==> src/rtl/hazard_unit.sv <==
// 5-stage MIPS hazard unit: forwarding, load-use/branch stalls, memory-wait FSM.
// Optional HAZARD_STATS_EN adds saturating stall/flush/memwait counters.
module hazard_unit #(
    parameter int MEM_TIMEOUT = 16,
    parameter int STAT_W      = 32
) (
    input  logic                clk,
    input  logic                reset,
    input  logic [4:0]          rsd,
    input  logic [4:0]          rtd,
    input  logic [4:0]          rse,
    input  logic [4:0]          rte,
    input  logic [4:0]          writerege,
    input  logic [4:0]          writeregm,
    input  logic [4:0]          writeregw,
    input  logic                branchd,
    input  logic                regwritee,
    input  logic                memtorege,
    input  logic                regwritem,
    input  logic                memtoregm,
    input  logic                memwritem,
    input  logic                regwritew,
    input  logic                dmem_ack,
    output logic                dmem_req,
    output logic                forwardad,
    output logic                forwardbd,
    output logic [1:0]          forwardae,
    output logic [1:0]          forwardbe,
    output logic                stallf,
    output logic                stalld,
    output logic                stalle,
    output logic                stallm,
    output logic                stallw,
    output logic                flushe,
`ifdef HAZARD_STATS_EN
    output logic [STAT_W-1:0]   stall_cycles,
    output logic [STAT_W-1:0]   flush_count,
    output logic [STAT_W-1:0]   memwait_cycles,
`endif
    output logic                mem_err
);

    localparam int CW = $clog2(MEM_TIMEOUT);
    localparam logic [CW-1:0] LAST = CW'(MEM_TIMEOUT - 1);

    if (MEM_TIMEOUT < 2 || MEM_TIMEOUT > 255 || STAT_W < 1) begin : g_bad_cfg
        $error("hazard_unit: bad MEM_TIMEOUT or STAT_W");
    end

    typedef enum logic {
        S_IDLE,
        S_WAIT
    } state_t;

    state_t        r_state;
    state_t        w_state_nxt;
    logic [CW-1:0] r_cnt;
    logic [CW-1:0] w_cnt_nxt;
    logic          r_err;
    logic          w_err_nxt;

    logic w_lwstall;
    logic w_brstall;
    logic w_memop;
    logic w_timeout_hit;
    logic w_memstall;
    logic w_frontstall;

    // Register 0 is hardwired, so it never takes a forwarded value.
    function automatic logic [1:0] fwd_e(input logic [4:0] rs,
                                         input logic [4:0] wm,
                                         input logic       rwm,
                                         input logic [4:0] ww,
                                         input logic       rww);
        logic [1:0] sel;
        sel = 2'b00;
        if (rs != 5'd0 && rs == wm && rwm) begin
            sel = 2'b10;
        end else if (rs != 5'd0 && rs == ww && rww) begin
            sel = 2'b01;
        end
        return sel;
    endfunction

    always_comb begin
        forwardae = fwd_e(rse, writeregm, regwritem, writeregw, regwritew);
        forwardbe = fwd_e(rte, writeregm, regwritem, writeregw, regwritew);
        forwardad = (rsd != 5'd0) && (rsd == writeregm) && regwritem;
        forwardbd = (rtd != 5'd0) && (rtd == writeregm) && regwritem;
    end

    always_comb begin
        w_lwstall = memtorege && (rte == rsd || rte == rtd);
        w_brstall = branchd &&
                    ((regwritee && (writerege == rsd || writerege == rtd)) ||
                     (memtoregm && (writeregm == rsd || writeregm == rtd)));
        w_memop   = memtoregm || memwritem;
        w_timeout_hit = (r_state == S_WAIT) && (r_cnt == LAST);
        w_memstall    = w_memop && !dmem_ack && !w_timeout_hit;
        w_frontstall  = w_lwstall || w_brstall || w_memstall;
    end

    // A frozen pipeline keeps E intact; the bubble is inserted once it thaws.
    always_comb begin
        dmem_req = w_memop;
        stallf   = w_frontstall;
        stalld   = w_frontstall;
        stalle   = w_memstall;
        stallm   = w_memstall;
        stallw   = w_memstall;
        flushe   = (w_lwstall || w_brstall) && !w_memstall;
        mem_err  = r_err;
    end

    always_comb begin
        w_state_nxt = r_state;
        w_cnt_nxt   = r_cnt;
        w_err_nxt   = r_err;
        unique case (r_state)
            S_IDLE: begin
                if (w_memop && !dmem_ack) begin
                    w_state_nxt = S_WAIT;
                    w_cnt_nxt   = '0;
                end
            end
            S_WAIT: begin
                if (!w_memop || dmem_ack) begin
                    w_state_nxt = S_IDLE;
                    w_cnt_nxt   = '0;
                end else if (w_timeout_hit) begin
                    w_state_nxt = S_IDLE;
                    w_cnt_nxt   = '0;
                    w_err_nxt   = 1'b1;
                end else begin
                    w_cnt_nxt = r_cnt + 1'b1;
                end
            end
            default: begin
                w_state_nxt = S_IDLE;
                w_cnt_nxt   = '0;
            end
        endcase
    end

    always_ff @(posedge clk or negedge reset) begin
        if (!reset) begin
            r_state <= S_IDLE;
            r_cnt   <= '0;
            r_err   <= 1'b0;
        end else begin
            r_state <= w_state_nxt;
            r_cnt   <= w_cnt_nxt;
            r_err   <= w_err_nxt;
        end
    end

`ifdef HAZARD_STATS_EN
    logic [STAT_W-1:0] r_stall_cycles;
    logic [STAT_W-1:0] r_flush_count;
    logic [STAT_W-1:0] r_memwait_cycles;

    always_ff @(posedge clk or negedge reset) begin
        if (!reset) begin
            r_stall_cycles   <= '0;
            r_flush_count    <= '0;
            r_memwait_cycles <= '0;
        end else begin
            if (stallf && r_stall_cycles != '1) begin
                r_stall_cycles <= r_stall_cycles + 1'b1;
            end
            if (flushe && r_flush_count != '1) begin
                r_flush_count <= r_flush_count + 1'b1;
            end
            if (w_memstall && r_memwait_cycles != '1) begin
                r_memwait_cycles <= r_memwait_cycles + 1'b1;
            end
        end
    end

    always_comb begin
        stall_cycles   = r_stall_cycles;
        flush_count    = r_flush_count;
        memwait_cycles = r_memwait_cycles;
    end
`endif

endmodule

==> config.mk <==
export PLATFORM = sky130hd
export DESIGN_NAME = hazard_unit
export DESIGN_NICKNAME = d
export VERILOG_FILES = /design/src/rtl/hazard_unit.sv
export SDC_FILE = /design/constraint.sdc
export NUM_CORES = 1
export LEC_CHECK = 0
export CORE_UTILIZATION = 42
export DETAILED_ROUTE_END_ITERATION = 10
export HOLD_SLACK_MARGIN = 0.02
export PLACE_DENSITY = 0.87
export SLEW_MARGIN = 20
export SYNTH_ARGS = -nofsm -noshare
export SYNTH_HDL_FRONTEND = slang
export SYNTH_SLANG_ARGS = --single-unit
==> constraint.sdc <==
create_clock -name clk -period 3.2 [get_ports clk]
set_clock_uncertainty 0.15 [all_clocks]
set_input_delay 0.48 -clock clk [delete_from_list [all_inputs] [get_ports clk]]
set_output_delay 0.48 -clock clk [all_outputs]
set_load 0.02 [all_outputs]
==> summary.md <==
| Metric | Value |
|---|---|
| R2r worst-path depth | 5 |
| CP Capture Type | output pin |
| Final worst setup slack | 0.0740 ns |
| Total core area | 2280 um^2 |
| Leakage | 0.685 nW |
| Die Footprint | 2690 um^2 |
| Gpl congestion | 0.834 |
| Root buf cell | clkbuf_4 |
| CP Buf/Inv Count | 2 |
| Post-synth cell types | 31 |
| CTS tree | done |
| CP max stage cell | clkdlybuf4s50_1 |
| Post-DRT Antenna Nets | 0 |
| Cell taking the most area after synthesis | xnor2_1 |
| Slew HR | 0.743 |
| Vias/cell | 5.34 |
| Top_reg_cell synth | dfrtp_1 |
| Clk buf depth | 2 |
| Pin count of the biggest net entering global routing | 8 |
| Final core utilization | 0.760 |
| Die X | 51.8 um |
| Pwr/cell area | 210 nW/um^2 |
| Final setup fails | 0 |
| # diodes | 0 |
| Top area cells in the synthesized netlist | xnor2_1 22%, xor2_1 20%, dfrtp_1 14% |
| Io pins | 59 |
| Area Overhead vs Synth | 65.7% |
| Post-synth EDFFs | 0 |
| DP Wirelength | 2750 um |
| Routed wire length | 3180 um |
| WL/cell | 14.3 um |
| Synth warn | 0 |
| Seq/Total Area, Yosys | 0.144 |
| Layout cells sized above 1 | 0.139 |
| Synth Instances | 124 |
| Nets | 242 |
| Syn avg cell area | 8.42 um^2 |
| Max_cap viols | 0 |
| Fin crit share | 0.977 |
| Share of flip-flops with an asynchronous set or reset | 1.00 |
| WP data arrival | 2.50 ns |
| Nature of the critical path startpoint | input pin |
| # H-tree levels | 1 |
| Pins Over Slew Limit | 0 |
| Crit path required time | 2.57 ns |
| Flop and latch count out of synthesis | 6 |
| Post-Syn Nets | 170 |
| Post-Syn Area | 1040 um^2 |
| Worst path cell trace | clkdlybuf4s50_1 -> or4_4 -> nor2_4 -> nor4_2 -> nor4_2 -> clkdlybuf4s50_1 |
| Setup TNS | 0 ns |
| Global Route Usage Sum | 0.256 |
| Area taken by multi-input logic gates | 803 um^2 |
| CTS clock-pin slew for the worst setup and hold paths | 0.05 ns |
| Place WS | -0.0262 ns |
| Fillcell total | 175 |
| Vias in the first global route | 1213 |
| Starting Density | 0.458 |
| Site Rows | 17 |
| Crit path depth | 6 |
| CP max stage delay | 0.64 ns |
| Residual DRC | 0 |
| CTS buffer count | 3 |
| Initial antenna violation count | 0 |
| Worst Path Max Fanout | 4 |
| Hold slack | 0.325 ns |
| First-pass GRT wire length | 5160 um |
| Status | finished, final reports clean |
| Fmax | 0.320 GHz |
| Cell family with most CP delay | buffers and inverters |
| DRT iter0 DRCs | 13 |
| PortBufs | 58 |
| Detailed-router iteration count before antenna repair | 4 |
| Final hold vios | 0 |
| CP Class | input pin to output pin |
| HP Class | input pin to asynchronous set/reset pin |
| Pin slew with the least headroom to its limit | 0.382 ns |
| Synth top area share | 0.218 |
| Total Power | 364 uW |
| Die Ht | 51.8 um |
| Crit path time final | 3.13 ns |
| Sink Count | 6 |
| Gr ovfl total | 0 |
| Worst-skew pair later-pin latency | 0.25 ns |
| Total number of vias | 1186 |
| VDD IR max | 0.000240 V |
| RSZ-0062 raised after global routing | no |
| Seq. cell area | 150 um^2 |
[final cells by class]
cell class,count,share of cell area
Timing Repair Buffer,76,0.411
Clock buffer,3,0.0130
Tap cell,28,0.0203
Sequential cell,6,0.0868
Multi-Input combinational cell,107,0.465
Inverter,2,0.00434
[Yosys cell counts (all sizes together) (2+ instances only)]
cell type / n
a21oi: 2
buf: 8
dfrtp: 6
inv: 2
nand2: 5
nand3: 8
nand4: 7
nor2: 5
nor3: 2
nor4: 8
o21ai: 4
o311a: 2
or3: 2
or4: 2
xnor2: 26
xor2: 24
[power by group]
part,internal [mW],leakage [nW],total [mW],switching [mW]
combinational,0.117,0.591,0.206,0.0889
clock,0.0427,0.0138,0.0736,0.0309
sequential,0.0795,0.0795,0.0842,0.00471
total,0.239,0.685,0.364,0.124
[sequential cells by signal, indices dropped and copies added, names as in the netlist]
name     cells
mem_err      1
r_cnt        4
r_state      1
[cells in the final DEF, fill, tap and decap left out, types with 3 or more instances in the layout]
| master | instances |
|---|---|
| buf_4 | 18 |
| clkbuf_4 | 3 |
| clkdlybuf4s50_1 | 54 |
| dfrtp_1 | 6 |
| dlygate4sd2_1 | 4 |
| nand2_1 | 5 |
| nand3_1 | 8 |
| nand4_1 | 7 |
| nor2_1 | 4 |
| nor4_1 | 6 |
| o21ai_0 | 4 |
| xnor2_1 | 26 |
| xor2_1 | 24 |
[cells by family (layout without fill, tap and decap cells)]
family | after synthesis | in the layout | share of synthesized area
DFF | 6 | 6 | 0.144
adders and majority gates | 1 | 1 | 0.0120
xor gates and xnor gates | 50 | 50 | 0.420
buffers and inverters | 11 | 81 | 0.0863
and+or+nand+nor | 42 | 42 | 0.243
AOI/OAI and AO/OA | 14 | 14 | 0.0947
[worst paths after layout]
path,start,endpoint,slack [ns]
min in group clk,mem_err,mem_err,0.34
hold / removal,reset,r_cnt[0],0.32
max in group asynchronous,reset,mem_err,2.36
setup / recovery,rte[3],forwardbe[0],0.07
setup reg to reg,r_cnt[0],r_cnt[0],1.72
hold reg to reg,mem_err,mem_err,0.34
[layer usage]
| layer | global-route usage | up-vias | routed length [um] |
|---|---|---|---|
| met3 | 0.0439 | 4 | 163 |
| met1 | 0.245 | 557 | 1200 |
| met4 | 0.0631 | 0 | 33 |
| li1 | - | 576 | - |
| met5 | 0 | - | 0 |
| met2 | 0.541 | 49 | 1790 |
[through the flow]
step | cells | instance area (um^2)
after floorplan | 124 | 1040
after global placement | 219 | 1710
after detailed placement | 219 | 1710
after CTS | 222 | 1730
after global routing | 222 | 1730
final | 222 | 1730
[what timing repair did]
action | 4_1_cts | 5_1_grt
resized for setup | 4 | 0
setup endpoints to repair | 4 | 0
hold buffers | 0 | 0
buffers inserted | 0 | 0
(Power assumes the default switching activity.)
==> edit 1 (config.mk and constraints unchanged) <==
Set the parameter `MEM_TIMEOUT` to 32 (it was 16).
--- a/src/rtl/hazard_unit.sv
+++ b/src/rtl/hazard_unit.sv
@@ -1,7 +1,7 @@
 // 5-stage MIPS hazard unit: forwarding, load-use/branch stalls, memory-wait FSM.
 // Optional HAZARD_STATS_EN adds saturating stall/flush/memwait counters.
 module hazard_unit #(
-    parameter int MEM_TIMEOUT = 16,
+    parameter int MEM_TIMEOUT = 32,
     parameter int STAT_W      = 32
 ) (
     input  logic                clk,
Behaviour: no difference found for any inputs over 10 cycles, from zero or initial values and one cycle with reset low; that may be too few to reach the edited logic, so the function may still have changed.
==> edit 1 against the original RTL <==
- routed wire length increased by 2.1%
- first-iteration DRC count rose by 31%
- synthesized area grew 2.3%
- power up 6.6%
- register-to-register slack got worse by 0.56 ns
- sequential power grew 13%
- core utilization up 1.9 points
- sequential cell count grew 1
- setup slack improved by 0.13 ns
- final area is 3.5% higher
- sequential share of layout area grew 1.1 points
- critical path type unchanged
- critical endpoint is now forwardbe[1]
- largest cell class unchanged
==> edit 1: results (changes against the original RTL) <==
Global route
  – First-pass GRT wire length: 5120 microns (-0.81%)
  – Total GRT Usage: 25.1% (-0.56 points)
  – Vias in the first global route: 1247 (+2.8%)

Logic synthesis
  – Synth Area in Adders: 2.34% (+1.1 points)
  – Post-synthesis compound-gate area fraction: 10.1% (+0.61 points)
  – Seq/Total Area, Yosys: 16.4% (+2.0 points)
  – YS warnings: 0 (unchanged)
  – Xor and xnor area share after synthesis: 41.9% (-0.11 points)
  – Mux cell area share after synthesis: 0% (unchanged)
  – Top_reg_cell synth: dfrtp_1
  – Syn nets: 176 (+3.5%)
  – Top post-synthesis cells by area: xnor2_1 (26%), dfrtp_1 (16%), xor2_1 (16%)

Placed design
  – Pre-CTS setup slack: -0.00905 ns (+0.0172 ns)
  – Detailed placement HPWL: 2830 microns (+2.6%)
  – GPL Wtd Cong: 0.843 (+1.2%)

Worst setup path
  – Cells on worst reg2reg path: 7 (+2)
  – Crit path largest cell delay: 0.67 ns (+0.03 ns)
  – Crit path max fanout: 3 (-1)
  – Delay-heaviest family, CP: buffers and inverters
  – WP data arrival: 2.37 ns (-0.13 ns)

Pwr
  – Peak supply drop: 0.000259 V (+7.9%)
  – Static Leak: 0.749 nW (+9.3%)

Hold path
  – Hold crit path type: in -> async

Drt
  – DR vias/cell: 5.41 (+1.2%)
  – Routed length per instance: 14.3 microns (-0.14%)

Final layout
  – Number of fill cells: 155 (-11%)
  – Layout cell share with drive strength beyond 1: 13.6% (-0.35 points)
  – Largest register FFs: 5 (+1)
  – N_diodes: 0 (unchanged)
  – Nets@finish: 247 (+2.1%)

STA
  – Max transition margin: 74.1% (-0.20 points)

Run status
  – Run status: completed

Clocking
  – H-tree depth: 1 (unchanged)
-- edit 1: cell types whose count changed after synthesis, sizes merged, moves of 3 or more --
cell | before | now
nand2 | 5 | 8
o21ai | 4 | 7
nand3 | 8 | 4
nor2 | 5 | 8
xor2 | 24 | 19
nor4 | 8 | 4
and3 | 0 | 3
xnor2 | 26 | 32
-- edit 1: report_power, final --
part | switching, mW | internal (mW)
Sequential | 0.00361 | 0.0913
Clock | 0.0357 | 0.0478
Combinational | 0.0901 | 0.119
-- edit 1: area by class of cell --
cell class,count,area share [%]
repair buffers,75,40.1
multi-input cells,113,46.7
clock buffers,4,1.47
flip-flops and latches,7,9.79
well taps,28,1.96
-- edit 1: per-stage QoR --
step / util, % / hold WS (ns) / cells / area (sq um)
2_1_floorplan: - / 0.0344 / 129 / 1070
3_3_place_gp: 76.4 / 0.310 / 223 / 1750
6_report: 77.9 / 0.324 / 227 / 1790
5_1_grt: 77.9 / 0.345 / 227 / 1790
4_1_cts: 77.5 / 0.329 / 227 / 1780
3_5_place_dp: 76.4 / 0.331 / 223 / 1750
-- edit 1: repair_timing --
item,in CTS,in global routing
gates resized for setup,1,4
hold endpoints to repair,0,0
endpoints found under the setup margin,1,4
-- edit 1: path summary, 6_finish.rpt --
| kind | from | to | slack [ns] |
|---|---|---|---|
| worst max-delay path | rte[0] | forwardbe[1] | 0.20 |
| worst min-delay path | reset | r_cnt[3] | 0.32 |
| worst max register to register | r_cnt[0] | r_cnt[2] | 1.16 |
| worst min register to register | mem_err | mem_err | 0.33 |
| max in group asynchronous | reset | r_cnt[4] | 2.33 |
| min in group clk | mem_err | mem_err | 0.33 |
-- edit 1: layer usage --
layer,vias to the layer above,wire (microns),track usage (%)
met3,11,196,4.64
met1,564,1320,28.9
met4,0,73,9.65
met5,-,0,0
met2,65,1660,44.9
li1,587,-,-
==> edit 2 (same flow settings) <==
Without the edit above. Put a register stage on the output `mem_err`, cleared by the reset. The value now appears one clock later. The other outputs are not delayed to match.
--- a/src/rtl/hazard_unit.sv
+++ b/src/rtl/hazard_unit.sv
@@ -42,6 +42,8 @@
 
     localparam int CW = $clog2(MEM_TIMEOUT);
     localparam logic [CW-1:0] LAST = CW'(MEM_TIMEOUT - 1);
+
+    logic mem_err_d;
 
     if (MEM_TIMEOUT < 2 || MEM_TIMEOUT > 255 || STAT_W < 1) begin : g_bad_cfg
         $error("hazard_unit: bad MEM_TIMEOUT or STAT_W");
@@ -109,7 +111,7 @@
         stallm   = w_memstall;
         stallw   = w_memstall;
         flushe   = (w_lwstall || w_brstall) && !w_memstall;
-        mem_err  = r_err;
+        mem_err_d = r_err;
     end
 
     always_comb begin
@@ -184,5 +186,13 @@
     end
 `endif
 
+    always_ff @(posedge clk or negedge reset) begin
+        if (!reset) begin
+            mem_err <= '0;
+        end else begin
+            mem_err <= mem_err_d;
+        end
+    end
+
 endmodule
 
Behaviour: no difference found for any inputs over 10 cycles, from zero or initial values and one cycle with reset low; that may be too few to reach the edited logic, so the function may still have changed.
==> edit 2 against the original RTL <==
- routed wire length increased by 5.9%
- hold slack got worse by 0.066 ns
- final cell count decreased by 0.45%
- combinational power about the same
- setup slack improved by 0.018 ns
- die area increased by 0.35%
- via count increased by 3.5%
- critical path depth unchanged
- synthesized area increased by 0.36%
- global-route usage increased by 1.1 points
- sequential cell count increased by 1
- power increased by 4.9%
- sequential power increased by 13%
- final area increased by 1.9%
==> edit 2: results (changes against the original RTL) <==
Run status
  – Run status: completed

Logic synthesis
  – Xor and xnor area share after synthesis: 41.8% (-0.15 points)
  – Count of different cell masters after synthesis: 32 (+3.2%)
  – Synth Area in Adders: 1.19% (-0.0043 points)
  – Syn avg cell area: 8.38 sq um (-0.44%)
  – Syn nets: 171 (+0.59%)
  – Post-synthesis compound-gate area fraction: 10.4% (+0.92 points)
  – Top post-synthesis cells by area: xnor2_1 (22%), xor2_1 (20%), dfrtp_1 (17%)
  – Commonest cells in the netlist: xnor2_1 (26), xor2_1 (24), dfrtp_1 (7), nand3_1 (7)
  – Seq/Total Area, Yosys: 16.7% (+2.3 points)

Placed design
  – Area after DPL: 1720 sq um (+0.66%)
  – Placed cell count: 217 (-0.91%)
  – Pre-CTS setup slack: -0.0513 ns (-0.0251 ns)
  – GPL Wtd Cong: 0.918 (+10%)
  – Detailed placement HPWL: 2870 microns (+4.3%)

Drt
  – Final WL: 3370 microns (+5.9%)
  – DRC viols: 0 (unchanged)
  – DR vias/cell: 5.56 (+4.0%)
  – Routed length per instance: 15.3 microns (+6.4%)
  – DRT iter0 DRCs: 18 (+5)

Pwr
  – Clk. pwr: 80.0 uW (+8.7%)
  – Peak supply drop: 0.000207 V (-14%)
  – Static Leak: 0.710 nW (+3.8%)
  – Design Power: 381 uW (+4.9%)
  – Sequential share of power: 25.0% (+1.8 points)
  – Power Internal: 254 uW (+6.2%)

STA
  – Slew @ Worst Pin: 0.347 ns (-0.0348 ns)
  – WHS: 0.259 ns (-0.0662 ns)

Global route
  – Global-route met2 utilization: 51.9% (-2.1 points)
  – Total GRT Usage: 26.7% (+1.1 points)
  – Met1 GRT Util: 27.4% (+2.9 points)
  – Vias in the first global route: 1291 (+6.4%)
  – M3 GR Usage: 2.34% (-2.0 points)
  – First-pass GRT wire length: 5310 microns (+2.9%)
  – Largest net degree at the start of global routing: 9 (+1)

Hold path
  – Hold crit path type: reg -> reg

Worst setup path
  – Worst R2R End: mem_err_d
  – Cells on worst reg2reg path: 3 (-2)
  – Reg2reg setup slack: 1.74 ns (+0.02 ns)
  – WP data arrival: 2.48 ns (-0.02 ns)
  – Crit path largest cell delay: 0.61 ns (-0.03 ns)
  – Worst R2R Start: r_cnt[0]

Clocking
  – Clk_lat worst skew: 0.25 ns (about the same)
  – Clock transition at the registers of the reported paths: 0.05 ns (about the same)

Final layout
  – Layout cell share with drive strength beyond 1: 14.5% (+0.59 points)
==> edit 2: cell families after synthesis <==
logic type	after synthesis
adder cells (fa/ha/maj)	1
XOR/XNOR	50
AO/OA/AOI/OAI	16
buffers and inverters	10
AND/OR/NAND/NOR	41
flip-flops	7
==> edit 2: routing by layer <==
layer	part of all wire, %	vias to the layer above
met3	3.6	8
met4	2.2	0
met1	39	589
met5	0	-
met2	55	51
li1	-	580
==> edit 2: final cells by class <==
class	count	area (sq um)
Multi-Input combinational cell	108	823
Fill cell	155	514
Sequential cell	7	175
Tap cell	28	35.0
Timing Repair Buffer	74	702
Clock buffer	4	26.3
==> edit 2: worst max-delay path by stage <==
stage | start | to | slack (ns)
finish | rtd[1] | forwardbd | 0.09
global placement | rte[3] | forwardbe[0] | 0.02
detailed placement | rsd[2] | flushe | -0.05
global route | rte[4] | forwardbe[1] | 0.03
CTS | rsd[1] | stallf | 0.0007
floorplan | rse[1] | forwardae[0] | 0.58
